==> src/rtl/car_pkg.sv <==
// -----------------------------------------------------------------------------
// car_pkg
// Shared definitions for the car control slice: the power/drive state
// enumeration, the 2-bit mode codes and small helpers that map between
// states, mode codes and the mode-selection switch. The start and display
// logic import the same package, so the encodings stay consistent.
// -----------------------------------------------------------------------------
package car_pkg;

    typedef enum logic [2:0] {
        ST_OFF     = 3'd0,
        ST_STANDBY = 3'd1,
        ST_MANUAL  = 3'd2,
        ST_SEMI    = 3'd3,
        ST_AUTO    = 3'd4
    } car_state_t;

    localparam logic [1:0] MODE_NONE   = 2'b00;
    localparam logic [1:0] MODE_MANUAL = 2'b01;
    localparam logic [1:0] MODE_SEMI   = 2'b10;
    localparam logic [1:0] MODE_AUTO   = 2'b11;

    // Mode code presented on the mode output for a given state.
    function automatic logic [1:0] state_to_mode(input car_state_t state);
        logic [1:0] mode_code;
        mode_code = MODE_NONE;
        case (state)
            ST_MANUAL: mode_code = MODE_MANUAL;
            ST_SEMI:   mode_code = MODE_SEMI;
            ST_AUTO:   mode_code = MODE_AUTO;
            default:   mode_code = MODE_NONE;
        endcase
        return mode_code;
    endfunction

    // State selected by the mode switch when a brake event is accepted.
    // A "none" selection parks the car in STANDBY.
    function automatic car_state_t selection_to_state(input logic [1:0] selection);
        car_state_t state;
        state = ST_STANDBY;
        case (selection)
            MODE_MANUAL: state = ST_MANUAL;
            MODE_SEMI:   state = ST_SEMI;
            MODE_AUTO:   state = ST_AUTO;
            default:     state = ST_STANDBY;
        endcase
        return state;
    endfunction

endpackage

==> src/rtl/button_debounce.sv <==
// -----------------------------------------------------------------------------
// button_debounce
// Brings an asynchronous, bouncy push-button into the clk domain through a
// 2-flop synchronizer and debounces it: the stability counter clears whenever
// the synchronized level changes, and the debounced output takes the new
// level once it has been stable for DEBOUNCE_CYCLES cycles.
//
// Ports
//   clk        in   system clock
//   rst        in   synchronous active-high reset (debounced value -> 0)
//   raw        in   raw button level, asynchronous
//   debounced  out  debounced, synchronized level (registered)
// -----------------------------------------------------------------------------
module button_debounce #(
    parameter int unsigned DEBOUNCE_CYCLES = 2_000_000
) (
    input  logic clk,
    input  logic rst,
    input  logic raw,
    output logic debounced
);

    localparam int unsigned CNT_W = $clog2(DEBOUNCE_CYCLES + 1);
    localparam logic [CNT_W-1:0] CNT_MAX = CNT_W'(DEBOUNCE_CYCLES);

    logic             sync1_reg;
    logic             sync2_reg;
    logic             last_reg;       // previous synchronized level, for change detection
    logic [CNT_W-1:0] cnt_reg;
    logic             debounced_reg;

    always_ff @(posedge clk) begin
        if (rst) begin
            sync1_reg     <= 1'b0;
            sync2_reg     <= 1'b0;
            last_reg      <= 1'b0;
            cnt_reg       <= '0;
            debounced_reg <= 1'b0;
        end else begin
            sync1_reg <= raw;
            sync2_reg <= sync1_reg;
            last_reg  <= sync2_reg;
            if (sync2_reg != last_reg) begin
                cnt_reg <= '0;
            end else if (cnt_reg == CNT_MAX) begin
                // Counter saturates; level has been stable long enough.
                debounced_reg <= last_reg;
            end else begin
                cnt_reg <= cnt_reg + 1'b1;
            end
        end
    end

    assign debounced = debounced_reg;

endmodule

==> src/rtl/power_mode_ctrl.sv <==
// -----------------------------------------------------------------------------
// power_mode_ctrl
// Power and drive-mode controller. A long press of the power button toggles
// between OFF and STANDBY (or powers down from any driving mode). A brake
// press in a powered state applies the mode switch: 01 manual, 10 semi-auto,
// 11 auto, 00 back to standby. Mode switch changes without a brake press are
// ignored. A hold event beats a simultaneous brake event.
//
// Ports
//   clk             in   system clock
//   rst             in   synchronous active-high reset
//   power           in   raw power push-button (asynchronous, bouncy)
//   brake           in   raw brake button (asynchronous, bouncy)
//   mode_selection  in   [1:0] mode switch value
//   mode            out  [1:0] active mode (00 off/standby), registered
//   powered         out  high in every state except OFF, registered
// -----------------------------------------------------------------------------
module power_mode_ctrl
    import car_pkg::*;
#(
    parameter int unsigned HOLD_CYCLES     = 100_000_000,
    parameter int unsigned DEBOUNCE_CYCLES = 2_000_000
) (
    input  logic       clk,
    input  logic       rst,
    input  logic       power,
    input  logic       brake,
    input  logic [1:0] mode_selection,
    output logic [1:0] mode,
    output logic       powered
);

    localparam int unsigned HOLD_W = $clog2(HOLD_CYCLES + 1);
    localparam logic [HOLD_W-1:0] HOLD_MAX  = HOLD_W'(HOLD_CYCLES);
    localparam logic [HOLD_W-1:0] HOLD_LAST = HOLD_W'(HOLD_CYCLES - 1);

    // Bit 0 = power, bit 1 = brake.
    localparam int unsigned N_BUTTONS = 2;

    logic [N_BUTTONS-1:0] raw_buttons;
    logic [N_BUTTONS-1:0] db_buttons;

    assign raw_buttons = {brake, power};

    generate
        for (genvar gi = 0; gi < N_BUTTONS; gi++) begin : g_button
            button_debounce #(
                .DEBOUNCE_CYCLES(DEBOUNCE_CYCLES)
            ) u_debounce (
                .clk       (clk),
                .rst       (rst),
                .raw       (raw_buttons[gi]),
                .debounced (db_buttons[gi])
            );
        end
    endgenerate

    logic power_db;
    logic brake_db;
    assign power_db = db_buttons[0];
    assign brake_db = db_buttons[1];

    // -------------------------------------------------------------------------
    // Event generation
    // -------------------------------------------------------------------------
    logic [HOLD_W-1:0] hold_cnt_reg;
    logic              hold_evt_reg;
    logic              brake_dly_reg;
    logic              brake_evt;

    // The hold counter saturates at HOLD_CYCLES, so the pulse fires once per
    // press and a button kept down after a toggle cannot toggle again.
    always_ff @(posedge clk) begin
        if (rst) begin
            hold_cnt_reg  <= '0;
            hold_evt_reg  <= 1'b0;
            brake_dly_reg <= 1'b0;
        end else begin
            hold_evt_reg  <= 1'b0;
            brake_dly_reg <= brake_db;
            if (!power_db) begin
                hold_cnt_reg <= '0;
            end else if (hold_cnt_reg != HOLD_MAX) begin
                hold_cnt_reg <= hold_cnt_reg + 1'b1;
                if (hold_cnt_reg == HOLD_LAST) begin
                    hold_evt_reg <= 1'b1;
                end
            end
        end
    end

    // Built only from registers, so no raw input reaches the state logic
    // combinationally.
    assign brake_evt = brake_db & ~brake_dly_reg;

    // -------------------------------------------------------------------------
    // State machine
    // -------------------------------------------------------------------------
    car_state_t state_reg;
    car_state_t state_next;
    logic [1:0] mode_reg;
    logic       powered_reg;

    always_comb begin
        state_next = state_reg;
        if (hold_evt_reg) begin
            // Hold wins over a coincident brake event.
            state_next = (state_reg == ST_OFF) ? ST_STANDBY : ST_OFF;
        end else if (brake_evt && (state_reg != ST_OFF)) begin
            state_next = selection_to_state(mode_selection);
        end
    end

    // Outputs are decoded from the next state so they change on the same
    // edge as the state register itself.
    always_ff @(posedge clk) begin
        if (rst) begin
            state_reg   <= ST_OFF;
            mode_reg    <= MODE_NONE;
            powered_reg <= 1'b0;
        end else begin
            state_reg   <= state_next;
            mode_reg    <= state_to_mode(state_next);
            powered_reg <= (state_next != ST_OFF);
        end
    end

    assign mode    = mode_reg;
    assign powered = powered_reg;

endmodule

==> config.mk <==
export PLATFORM = sky130hd
export DESIGN_NAME = power_mode_ctrl
export DESIGN_NICKNAME = d
export VERILOG_FILES = /design/src/rtl/car_pkg.sv /design/src/rtl/button_debounce.sv /design/src/rtl/power_mode_ctrl.sv
export SDC_FILE = /design/constraint.sdc
export NUM_CORES = 1
export LEC_CHECK = 0
export BUFFER_PORTS_ARGS = -buffer_cell sky130_fd_sc_hd__buf_2
export CAP_MARGIN = 20
export CORE_AREA = 8 8 140 90
export CTS_BUF_LIST = sky130_fd_sc_hd__clkbuf_8
export DETAILED_ROUTE_END_ITERATION = 7
export DIE_AREA = 0 0 148 98
export PLACE_DENSITY = 0.61
export SETUP_SLACK_MARGIN = 0.05
export SKIP_CTS_REPAIR_TIMING = 1
export SLEW_MARGIN = 20
export SYNTH_ARGS = -nofsm -noshare
export SYNTH_HDL_FRONTEND = slang
export SYNTH_SLANG_ARGS = --single-unit
==> constraint.sdc <==
create_clock -name clk -period 2.12 [get_ports clk]
set_input_delay 0.424 -clock clk [delete_from_list [all_inputs] [get_ports clk]]
set_output_delay 0.424 -clock clk [all_outputs]
set_load 0.01 [all_outputs]
==> Yosys cells after proc, flatten, opt, wreduce, memory -nomap -nowiden <==
Cells that the tools add are included.
{ "word_totals": {"in_bits": 6, "wordCells": 53, "reg_bits": 85, "output_inout_bits": 3} }
{ "op_classes": {"mux": 6, "reduce_logical": 10, "addsub": 3, "bitwise": 6, "eq_ne": 12} }
{ "op_table": {"columns": ["operator", "count"], "rows": [
  ["adder 21 x 1 -> 21 bit, second input constant", 2],
  ["== test 21 bit, second input constant", 2],
  ["adder 27 x 1 -> 27 bit, second input constant", 1],
  ["== test 27 bit, second input constant", 1],
  ["!= test 27 bit, second input constant", 1],
  ["one-hot mux 3 bit (3 select lines)", 1],
  ["== test 3 x 2 -> 1 bit, second input constant", 2],
  ["two-way mux 3 bit", 2],
  ["one-hot mux 2 bit (3 select lines)", 1],
  ["nonzero test 3 bit", 2],
  ["OR reduction 2 bit", 3],
  ["NOT 1 bit", 5],
  ["== test 2 bit, second input constant", 2],
  ["AND reduction 2 bit", 2],
  ["== test 3 bit, second input constant", 1],
  ["logical NOT 3 bit", 1],
  ["OR reduction 3 bit", 1],
  ["== test 2 x 1 -> 1 bit, second input constant", 1],
  ["two-way mux 1 bit", 2],
  ["!= test 1 bit", 2],
  ["bitwise AND 1 bit", 1],
  ["logical AND 1 bit", 1]
]} }

==> Longest topological paths before layout <==
Gate-level depths: netlist of run 1.
{ "logic_depth": {"ltp_word": 7, "ltp_mapped": 6, "mapped_depth_nobuf": 6} }

==> Hierarchy <==
Synthesis of run 1 repeated with hierarchy kept, for this count alone.
{ "unflattened": {"cells_unflattened": 467, "area_unflattened_um2": 4035.1} }
{ "modules_own_cells": {"columns": ["module", "cells_per_inst", "seq_area_each_um2", "instances", "area_per_inst_um2"], "rows": [
  ["button_debounce", 138, 500.5, 2, 1191.1],
  ["power_mode_ctrl", 191, 700.7, 1, 1652.8]
]} }

==> Least setup slack after synthesis of run 1 <==
No wires, ideal clock.
{ "synth_timing": {"path_kind": "reg2reg", "startpoint": "register hold_cnt_reg[1]", "endpoint": "register hold_cnt_reg[24]", "t_arrival_ns": 2.048, "period_less_slack_ns": 2.118, "required_ns": 2.050, "path_slack_ns": 0.002, "stages_incl_launch_ff": 7, "path_buffers": 1, "setup_ns": 0.070, "cell_sequence": "dfxtp_1 > ha_1 > nand4_2 > or4_4 > buf_6 > or4_1 > a21oi_1"} }
{ "synth_via": {"elab_chain_cells": 1, "elab_cells_between_ends": 2, "classes_between": "1 x add/sub; 1 x eq/ne"} }
{ "synth_lines": {"columns": ["element", "line", "source"], "rows": [
  ["start, declared", "power_mode_ctrl.sv:66", "logic [HOLD_W-1:0] hold_cnt_reg;"],
  ["start signal, assigned", "power_mode_ctrl.sv:84", "hold_cnt_reg <= hold_cnt_reg + 1'b1;"],
  ["adder 27 x 1 -> 27 bit or != test 27 bit (tied branches)", "power_mode_ctrl.sv:84, power_mode_ctrl.sv:83", null]
]} }
Parallel ways exist; a longest one is shown, timed or not.
A chain may end at the register's enable or synchronous reset.

==> Final worst setup path of run 1 <==
{ "layout_timing": {"startpoint": "register hold_cnt_reg[25]", "endpoint": "register hold_cnt_reg[1]"} }
{ "layout_via": {"elab_chain_cells": 1} }
{ "layout_lines": {"columns": ["element", "line", "source"], "rows": [
  ["!= test 27 bit", "power_mode_ctrl.sv:83", "end else if (hold_cnt_reg != HOLD_MAX) begin"]
]} }
No other way between the ends.

==> impl_metrics.ini, run 1 <==
[timing]
fin_crit_ns = 2.02
tightestPinTransition_ns = 0.587
setup_tns_ns = 0
fmax_mhz = 496
finalWorstSetupSlack_ns = 0.104
hold_viol = 0
drv_slew = 0
rsz0062_at_grt = true
slew_headroom = 0.605
setup_viol = 0
post-route-period-util = 0.951
clock_skew_ns = 0.0111

[clocking]
htreeDepth = 3
numCtsBuffers = 9
clockRootBuffer = clkbuf_8
clk_pin_slew_ns = 0.08
cts_sinks = 85
cts_buffer_depth = 2
clk_latency_ns = 0.37
cts_tree = built

[route]
firstDrtPassIters = 4
drc = 0
totalWireLength_mm = 8.83
viasPerCell = 5.44
avgRoutedWirePerCell_um = 13.6
drtAntennaViolNets = 0
drtIter0Drc = 271
vias = 3519

[yosys]
synth_compound_area_frac = 0.135
avgSynthCellArea_um2 = 8.60
synth_edf_count = 0
yosysWarnings = 0
synth-seq-cells = 85
synth.mux.area_fraction = 0
synth-xor-area-share = 0.0686
synthCells = 475
synth_fp_nets = 490
synthFlopType = dfxtp_1
synthAdderAreaFrac = 0.0276
synth_area_leaders = dfxtp_1 (42%), xor2_1 (5.4%), a21oi_1 (4.7%)
synthDominantCellAreaShare = 0.417
ys_seq_area_frac = 0.417
synthSimpleGateAreaFrac = 0.309
yosysUniqueCellTypes = 55
synth_area_um2 = 4080
synth-async-reset-ratio = 0
synth_top_family_by_area = simple AND/OR/NAND/NOR gates
synth.largest_area_cell = dfxtp_1

[job]
maxCapViolations = 0

[critical_path]
end_kind = flip-flop
path_class = flip-flop to flip-flop
worst-endpoint-required_ns = 2.36
cp_max_fo = 4
r2r_setup_slack_ns = 0.10
arrival_ns = 2.26
reg2reg_to = hold_cnt_reg[1]
r2r_start = hold_cnt_reg[25]
r2r_cells = 4
start_kind = flip-flop

[place]
portBuffers = 8
place_ws_ns = 0.0276
dp.cells = 630
gp_congestion = 0.797
dpl.hpwl_mm = 6.24

[pwr]
power_density_nw_per_um2 = 625
peakVddDrop_mv = 0.299
p_leak_uw = 0.00156

[hold_path]
min-delay-start = power
hold_depth = 2
hold_end = g_button[0].u_debounce.sync1_reg
hp-class = input port to flip-flop

[global_route]
antenna_found_initial = 0
grt_pass1_wl_mm = 14.9
grt_max_degree = 26
grt_pass1_vias = 3154
track_usage = 0.123
grt.overflow.total = 0

[floorplanning]
num_rows = 30
fp.dieH_um = 98
initial_core_util = 0.380
ios = 9
core_um2 = 10700
die_area_um2 = 14500
die_w_um = 148

[layout]
largest_register_ffs = 42
diodes = 0
instances_no_fill = 647
drive_gt1_frac = 0.133
seq_area_um2 = 1710
n_fill_cell = 1081
syn_to_final_growth_pct = 11.8
nets = 513
multi_input_area_um2 = 2220

[outcome]
status = finished clean
-- synthesized netlist by cell type (3+ instances only) --
| master | n |
|---|---|
| a21oi_1 | 38 |
| a31oi_1 | 3 |
| and2_1 | 4 |
| and3_1 | 12 |
| and4_1 | 5 |
| buf_6 | 4 |
| clkbuf_1 | 7 |
| dfxtp_1 | 85 |
| ha_1 | 9 |
| inv_1 | 20 |
| nand2_1 | 24 |
| nand2b_1 | 4 |
| nand3_1 | 28 |
| nand4_1 | 21 |
| nor2_1 | 40 |
| nor2b_1 | 9 |
| nor3_1 | 5 |
| nor4_1 | 9 |
| nor4b_1 | 5 |
| o211ai_1 | 4 |
| o21ai_0 | 26 |
| o22ai_1 | 3 |
| o31ai_1 | 8 |
| or2_2 | 4 |
| or3_1 | 18 |
| or3_2 | 3 |
| or4_1 | 13 |
| xnor2_1 | 7 |
| xor2_1 | 25 |
-- worst max-delay path: stages (launching register included) --
cell and delay [ns]:
dfxtp_1 0.34, or4b_2 0.72, or4_4 0.58, o21ai_0 0.18, a21oi_1 0.08
-- power breakdown --
group | internal (µW) | switching (µW) | total [µW]
sequential | 1610 | 10.5 | 1620
clock | 540 | 599 | 1140
combinational | 35.6 | 58.2 | 93.8
total | 2180 | 667 | 2850
-- metrics by stage --
stage / power (µW) / hold WS, ns / util / area [µm²]
finish: 2850 / 0.285 / 0.425 / 4560
global route: 2970 / 0.313 / 0.425 / 4560
CTS: 2890 / 0.267 / 0.423 / 4540
detailed placement: 1750 / 0.423 / 0.405 / 4350
global placement: 1750 / 0.420 / 0.405 / 4350
floorplan: 1710 / 0.414 / - / 4090
-- cell families (layout without fill, tap and decap cells) --
logic type	Yosys count	count (layout)
xor gates and xnor gates	32	32
buffers and inverters	36	64
AOI/OAI and AO/OA	94	94
DFF	85	85
and+or+nand+nor	219	219
adders and majority gates	9	9
-- worst max path at each step --
stage                           startpoint          endpoint  depth (start not counted)
after floorplan            hold_cnt_reg[1]  hold_cnt_reg[24]                          6
after global placement     hold_cnt_reg[0]  hold_cnt_reg[26]                          5
after detailed placement   hold_cnt_reg[0]  hold_cnt_reg[26]                          5
after CTS                  hold_cnt_reg[0]  hold_cnt_reg[26]                          5
after global routing       hold_cnt_reg[0]  hold_cnt_reg[26]                          5
final                     hold_cnt_reg[25]   hold_cnt_reg[1]                          4
-- layout by cell type, fill, tap and decap left out, types with 2 or more instances in the layout --
| master | instances |
|---|---|
| inv_1 | 22 |
| o21ai_1 | 2 |
| and4_1 | 5 |
| nor3_1 | 5 |
| and2_1 | 4 |
| clkbuf_8 | 9 |
| o21ai_0 | 24 |
| nand4_1 | 21 |
| nor4_1 | 9 |
| o211ai_1 | 4 |
| xor2_1 | 25 |
| a21oi_1 | 38 |
| xnor2_1 | 7 |
| or4_1 | 11 |
| and4_2 | 2 |
| or4_4 | 3 |
| nand3b_1 | 2 |
| ha_1 | 8 |
| nand2b_1 | 4 |
| dfxtp_2 | 5 |
| buf_4 | 20 |
| a31o_2 | 2 |
| dfxtp_1 | 80 |
| a31oi_1 | 3 |
| nor4b_1 | 5 |
| nand3_1 | 28 |
| nor2b_1 | 9 |
| nand2_1 | 24 |
| and3_1 | 12 |
| or3_1 | 18 |
| o21bai_1 | 2 |
| o22ai_1 | 3 |
| o31ai_1 | 8 |
| buf_2 | 8 |
| or4b_2 | 2 |
| or2_2 | 4 |
| or3_2 | 3 |
| nor2_1 | 40 |
-- routing by layer --
metal / routed length [µm] / vias up / global-route usage / share of wire
met1: 4800 / 1661 / 0.180 / 0.54
met2: 3560 / 61 / 0.165 / 0.40
met4: 61 / 0 / 0.0296 / 0.0069
li1: - / 1790 / - / -
met3: 413 / 7 / 0.0430 / 0.047
met5: 0 / - / 0 / 0
-- area by class of cell --
class	instances	area share
Sequential cell	85	0.374
Inverter	20	0.0165
Clock buffer	9	0.0271
Clock inverter	7	0.0148
Multi-Input combinational cell	354	0.486
Timing Repair Buffer	28	0.0417
Tap cell	144	0.0395
(Power assumes the default switching activity.)
==> run 2: changes to the inputs <==
Settings changed: CTS_BUF_LIST sky130_fd_sc_hd__clkbuf_8 to unset.
==> impl_metrics.ini, run 2 (synthesis gave the netlist of run 1 again) <==
[floorplanning]
core_um2 = 10700
die_area_um2 = 14500
initial_core_util = 0.380
ios = 9
die_w_um = 148
fp.dieH_um = 98
num_rows = 30

[layout]
syn_to_final_growth_pct = 14.2
mostFrequentLayoutCells = dfxtp_1 (82), nor2_1 (40), a21oi_1 (38)
nets = 513
n_fill_cell = 1064
diodes = 0
drive_gt1_frac = 0.129
final_design_area_no_fill_um2 = 4660
final_common_cell = dfxtp_1
utilization = 0.434
largest_register_ffs = 42

[global_route]
grt_pass1_wl_mm = 14.9
grt_pass1_vias = 3151
grt.overflow.total = 0
antenna_found_initial = 0
grt_max_degree = 26
track_usage = 0.124

[critical_path]
r2r_setup_slack_ns = 0.12
path_cells = or4b_2, or4_4, o21ai_0, a21oi_1
path_class = flip-flop to flip-flop
crit_slowest_cell = or4b_2
arrival_ns = 2.22
end_kind = flip-flop
start_kind = flip-flop
worst-path-buf-inv = 0
worst-endpoint-required_ns = 2.34
slowest_delay_ns = 0.70
crit_family = simple AND/OR/NAND/NOR gates
cp_max_fo = 7
r2r_start = hold_cnt_reg[17]
crit_path_start = hold_cnt_reg[17]

[route]
totalWireLength_mm = 8.76
viasPerCell = 5.43
vias = 3511
avgRoutedWirePerCell_um = 13.5
drtIter0Drc = 312
firstDrtPassIters = 4
drtAntennaViolNets = 0
drc = 0

[clocking]
numCtsBuffers = 9
cts_tree = built
clockRootBuffer = clkbuf_16
cts_buffer_depth = 2
clk_pin_slew_ns = 0.06
htreeDepth = 3
cts_sinks = 85
clk_latency_ns = 0.34

[timing]
fin_hold_ws_ns = 0.314
rsz0062_at_grt = true
drv_slew = 0
hold_viol = 0
slew_headroom = 0.633
post-route-period-util = 0.946
tightestPinTransition_ns = 0.546
fin_crit_ns = 2.00
setup_viol = 0
clock_skew_ns = 0.00927
fmax_mhz = 499
setup_tns_ns = 0

[pwr]
peakVddDrop_mv = 0.415
p_leak_uw = 0.00159
power_density_nw_per_um2 = 703
p_sw_frac = 0.218
seqPwrFrac = 0.495
p_int_uw = 2560
clockPowerShare = 0.477
combPwrFrac = 0.028
p_sw_uw = 713

[place]
post_dp_cell_area_um2 = 4350
dpl.hpwl_mm = 6.24
portBuffers = 8
gp_congestion = 0.797

[outcome]
status = finished clean

[hold_path]
hp-class = input port to flip-flop
min-delay-start = power

[job]
maxCapViolations = 0
-- run 2: changes by cell type in the layout (fill, tap and decap cells not counted), sizes merged --
cell,before,now
inv,23,21
clkbuf,9,11
-- run 2: through the flow --
step / cells / total power [µW] / setup WS (ns)
2_1_floorplan: 475 / 1710 / 0.0572
3_3_place_gp: 630 / 1750 / 0.0717
3_5_place_dp: 630 / 1750 / 0.0276
4_1_cts: 646 / 3320 / 0.0307
5_1_grt: 647 / 3410 / 0.0327
6_report: 647 / 3280 / 0.115
-- run 2: power groups by stage --
stage / Combinational, µW / Sequential (µW) / Clock (µW)
3_5_place_dp: 90.9 / 1660 / 0
5_1_grt: 107 / 1620 / 1680
3_3_place_gp: 89.7 / 1660 / 0
2_1_floorplan: 55.6 / 1660 / 0
6_report: 91.8 / 1620 / 1560
4_1_cts: 91.6 / 1620 / 1610
-- run 2: area by class of cell --
class                           count  area (µm²)  share of cell area
Clock buffer                       11         233              0.0499
Clock inverter                      5        60.1              0.0129
Inverter                           20        75.1              0.0161
Multi-Input combinational cell    354        2220               0.476
Sequential cell                    85        1710               0.366
Tap cell                          144         180              0.0386
Timing Repair Buffer               28         190              0.0408
-- run 2: final timing paths --
kind | endpoint | cells past startpoint
worst max register to register | hold_cnt_reg[1] | 4
worst min-delay path | g_button[0].u_debounce.sync1_reg | 2
worst min register to register | g_button[1].u_debounce.sync2_reg | 1
worst max-delay path | hold_cnt_reg[1] | 4
-- run 2: worst register-to-register path, cell delays in order (launching register included) --
cell     delay [ns]
dfxtp_1        0.35
or4b_2         0.70
or4_4          0.58
o21ai_0        0.18
a21oi_1        0.08
-- run 2: per-layer routing --
metal | global-route usage | routed length [µm]
met5 | 0 | 0
met4 | 0.0413 | 85
met3 | 0.0374 | 531
met2 | 0.165 | 3400
met1 | 0.182 | 4750
